**src/rtl/regfile_sb.sv**
```systemverilog
// Integer register file with two registered read ports, one write port, write-first bypass
// and a pending-write scoreboard that flags source registers still awaiting writeback.
module regfile_sb #(
    parameter int XLEN     = 32,
    parameter int DEPTH    = 32,
    parameter int AW       = 5,
    parameter int INIT_IDX = 5,
    parameter int INIT_VAL = 4
) (
    input  logic            clk,
    input  logic            rst_n,
    input  logic            rd_en,
    input  logic [AW-1:0]   rr1,
    input  logic [AW-1:0]   rr2,
    output logic [XLEN-1:0] rd1,
    output logic [XLEN-1:0] rd2,
    input  logic            we,
    input  logic [AW-1:0]   wr,
    input  logic [XLEN-1:0] wd,
    input  logic            iss_valid,
    input  logic [AW-1:0]   iss_rd,
    input  logic            flush,
    output logic            rs1_busy,
    output logic            rs2_busy
);

    logic [XLEN-1:0]  regs [DEPTH];
    logic [DEPTH-1:0] busy;

    // True for an index that names a writable architectural register (not x0, not past DEPTH).
    function automatic logic writable(input logic [AW-1:0] a);
        return (a != '0) && ({1'b0, a} < (AW+1)'(DEPTH));
    endfunction

    function automatic logic [XLEN-1:0] value(input logic [AW-1:0] a);
        if (!writable(a))
            return '0;
        else if (we && (wr == a))
            return wd;
        else
            return regs[a];
    endfunction

    // NOTE: the array is reset element by element because the architectural state after
    // reset is defined (all zero plus one preload); this costs a reset net on every flop.
    always_ff @(posedge clk or negedge rst_n) begin
        if (!rst_n) begin
            for (int i = 0; i < DEPTH; i++)
                regs[i] <= ((INIT_IDX != 0) && (i == INIT_IDX)) ? XLEN'(INIT_VAL) : '0;
        end else if (we && writable(wr)) begin
            regs[wr] <= wd;
        end
    end

    always_ff @(posedge clk or negedge rst_n) begin
        if (!rst_n) begin
            rd1 <= '0;
            rd2 <= '0;
        end else if (rd_en) begin
            rd1 <= value(rr1);
            rd2 <= value(rr2);
        end
    end

    // NOTE: both updates are non-blocking to the same vector; the later assignment in
    // program order takes effect, which is what makes a same-index issue beat the retire.
    always_ff @(posedge clk or negedge rst_n) begin
        if (!rst_n) begin
            busy <= '0;
        end else if (flush) begin
            busy <= '0;
        end else begin
            if (we && writable(wr))
                busy[wr] <= 1'b0;
            if (iss_valid && writable(iss_rd))
                busy[iss_rd] <= 1'b1;
        end
    end

    // A writeback landing this cycle satisfies the hazard through the bypass.
    always_comb begin
        rs1_busy = writable(rr1) && busy[rr1] && !(we && (wr == rr1));
        rs2_busy = writable(rr2) && busy[rr2] && !(we && (wr == rr2));
    end

endmodule

```
**config.mk**
```make
export PLATFORM = sky130hd
export DESIGN_NAME = regfile_sb
export DESIGN_NICKNAME = d
export VERILOG_FILES = /design/src/rtl/regfile_sb.sv
export SDC_FILE = /design/constraint.sdc
export NUM_CORES = 2
export LEC_CHECK = 0
export CAP_MARGIN = 30
export CORE_ASPECT_RATIO = 1.1
export CORE_UTILIZATION = 40
export DETAILED_ROUTE_END_ITERATION = 6
export PLACE_DENSITY = 0.6
export SLEW_MARGIN = 20
export SYNTH_ARGS = -nofsm -noshare
export SYNTH_HDL_FRONTEND = slang
export SYNTH_SLANG_ARGS = --single-unit
export TNS_END_PERCENT = 50
```
**constraint.sdc**
```tcl
create_clock -name clk -period 5.2 [get_ports clk]
set_input_delay 1.56 -clock clk [delete_from_list [all_inputs] [get_ports clk]]
set_output_delay 1.56 -clock clk [all_outputs]
set_load 0.02 [all_outputs]
```
==> results_dict.tcl <==
set metrics [dict create \
    cpPeakStageDelay_ns 0.50 \
    syn_inst 3923 \
    grt_max_degree 145 \
    dp_slack_ns -0.173 \
    final-hold-violation-count 0 \
    mostFrequentLayoutCell "dfrtp_1" \
    worstPathMaxFanout 15 \
    status "complete, no violations" \
    peakVddDrop_mv 0.270 \
    setup_ws_ns 0.233 \
    finalClockSkew_ns 0.0324 \
    p_comb_share_pct 19.6 \
    min_period_ns 4.97 \
    switching_share_pct 27.4 \
    highest_layer "met5" \
    wl_per_cell_microns 33.3 \
    cts_inserted_buffers 131 \
    mostFrequentLayoutCells "dfrtp_1, mux2_2, mux4_2, mux2i_1, buf_4" \
    cts-resized-gates 2 \
    die_h_microns 404 \
    antenna_found_initial 11 \
    grt_pass1_vias 38800 \
    drive_gt1_share_pct 48.6 \
    place.gp.congestion 0.827 \
    dieArea_sq_um 149000 \
    slowest_stage "clkdlybuf4s50_1" \
    met1_length_microns 84100 \
    cts_max_level 4 \
    vias_per_cell 6.38 \
    crit_required_ns 3.64 \
    p_int_uw 18800 \
    wl_microns 199000 \
    dieWidth_microns 368 \
    min_path_type "flop to flop" \
    end_kind "output port" \
    wl_met3_microns 15800 \
    drv_cap 0 \
    ys_ff_latch 1120 \
    drtIter0Drc 3785 \
    vias 38100 \
    start_kind "input pin" \
    postRouteAntennaNets 0 \
    cp-endpoint "rs2_busy" \
    worstSetupPathType "input pin to output port" \
    drcViolationCount 0 \
    track_usage_pct 27.0 \
    cts_tree "done" \
    yosysSeqAreaShare_pct 47.7 \
    firstDrtPassIters 5 \
    grt_overflow_total 0 \
    tightest_slew_ns 1.10 \
    drv_slew 0 \
    synth_area_sq_um 58800 \
    max_freq_mhz 201 \
    rsz0062_at_grt "no" \
    cp_common_cell "buf_4" \
    power_density_nw_per_um2 385 \
    final_nets 3985 \
    fin_crit_sh_pct 95.5 \
    hold_buffers 0 \
    r2r_cells 6 \
    root_buffer "clkbuf_16" \
    maxSlewHeadroom_pct 26.6 \
    synth.distinct_cells 55 \
    core_region_area_sq_um 146000 \
    pin_count 124 \
    synth-edff-count 0 \
    syn_nets 3981 \
    p_sw_uw 7080 \
    r2r_start "regs[563]" \
    r2r-end "rd2[19]" \
    io_buffer_count 123 \
    crit_path_cell_trace "clkdlybuf4s50_1 > buf_4 > xnor2_1 > nand4_1 > or2_2 > o21a_1 > buf_4" \
    cp.arrival_ns 3.41 \
    rows 147 \
    hold_ws_ns 0.394 \
    clk_path_buf_depth 3 \
    p_leak_uw 0.0289 \
    ys.flop_type "dfrtp_1" \
    path_clk_slew_ns 0.05 \
    finalSetupViolations 0 \
    grt_pass1_wl_microns 289000 \
    met2_length_microns 91500 \
    hpwl_microns 116000 \
    area_growth_pct 14.3 \
    p_clk_share_pct 35.8 \
    cts_sinks 1120 \
    yosysWarnings 0 \
    start_util_pct 40.3 \
    reg2reg_slack_ns 3.16 \
    async_flop_share_pct 100 \
    postCtsSetupBuffers 0 \
    syn_avg_cell_area_sq_um 15.0 \
    power.share.sequential_pct 44.6 \
    insertion_delay_ns 0.78 \
    setup.worst_path.start "wr[4]" \
]
## power by group through the flow
| stage | clock [uW] | combinational [uW] | sequential, uW |
|---|---|---|---|
| 2_1_floorplan | 0 | 3710 | 11300 |
| 3_3_place_gp | 0 | 4960 | 11600 |
| 3_5_place_dp | 0 | 5080 | 11600 |
| 4_1_cts | 9390 | 5100 | 11500 |
| 5_1_grt | 9720 | 5430 | 11700 |
| 6_report | 9250 | 5080 | 11500 |
## critical path: cells and delay by family
| family | cells | cell delay (ns) |
|---|---|---|
| buffers and inverters | 3 | 0.93 |
| and+or+nand+nor | 2 | 0.57 |
| AOI/OAI and AO/OA | 1 | 0.18 |
| xor gates and xnor gates | 1 | 0.15 |
## Yosys cell counts (9+ instances only)
| cell type | number | area (sq um) |
|---|---|---|
| a2111oi_0 | 12 | 105 |
| a211o_1 | 12 | 105 |
| buf_4 | 18 | 135 |
| buf_2 | 88 | 440 |
| clkbuf_1 | 262 | 983 |
| nor3_1 | 11 | 55.1 |
| buf_6 | 9 | 101 |
| buf_1 | 69 | 259 |
| a21oi_1 | 25 | 125 |
| a22oi_1 | 42 | 315 |
| a22o_1 | 79 | 692 |
| nand2b_1 | 15 | 93.8 |
| nor3b_1 | 9 | 67.6 |
| mux4_2 | 513 | 11600 |
| nor2b_1 | 26 | 163 |
| nand2_1 | 70 | 263 |
| nor2_1 | 114 | 428 |
| nand3_1 | 10 | 50.1 |
| o21a_1 | 15 | 113 |
| o22ai_1 | 13 | 81.3 |
| a211oi_1 | 16 | 120 |
| mux2i_1 | 184 | 1840 |
| a221o_1 | 19 | 190 |
| dfrtp_1 | 1119 | 28000 |
| a221oi_1 | 63 | 552 |
| mux2_2 | 985 | 11100 |
| and2_1 | 11 | 68.8 |
| o21ai_0 | 44 | 220 |
## sequential cells by signal, summed over array words and instances (netlist names)
signal  flops
regs     1024
rd1        32
busy       32
rd2        32
## area by class of cell
| type | instances | area, sq um |
|---|---|---|
| repair buffers | 320 | 3440 |
| diodes | 2 | 5.00 |
| multi-input cells | 2349 | 29100 |
| fillers | 12800 | 78800 |
| clock inverters | 37 | 394 |
| flip-flops and latches | 1120 | 28000 |
| well taps | 1937 | 2420 |
| clock buffers | 194 | 3870 |
| inverters | 5 | 21.3 |
## routing by layer
layer	GRT usage, %	vias to the layer above
li1	-	15200
met1	37.8	20900
met2	41.3	1569
met3	5.80	389
met4	9.94	12
met5	0	-
## worst min path at each step
stage	cells after the start	to	startpoint	slack, ns
floorplan	1	regs[1000]	regs[1000]	0.44
global placement	0	regs[1014]	regs[1014]	0.38
detailed placement	0	regs[1014]	regs[1014]	0.38
CTS	0	regs[1014]	regs[1014]	0.40
global route	0	regs[999]	regs[999]	0.41
finish	0	regs[1005]	regs[1005]	0.39
## through the flow
stage	setup TNS, ns	total power [uW]	instance area, sq um	util (%)	std cells
2_1_floorplan	0	15000	58800	-	3923
3_3_place_gp	-0.188	16500	62600	42.9	5711
3_5_place_dp	-0.173	16700	62900	43.1	5728
4_1_cts	0	26000	67200	46.0	5959
5_1_grt	0	26900	67200	46.0	5962
6_report	0	25900	67200	46.0	5964
## cells by family after synthesis
kind of cell | after synthesis | share of synthesized area (%)
AOI/OAI and AO/OA | 361 | 4.76
and+or+nand+nor | 289 | 2.29
muxes | 1689 | 41.8
DFF | 1120 | 47.7
buffers and inverters | 454 | 3.38
xor gates and xnor gates | 10 | 0.149
No activity file was read; power rests on OpenSTA's default activity.
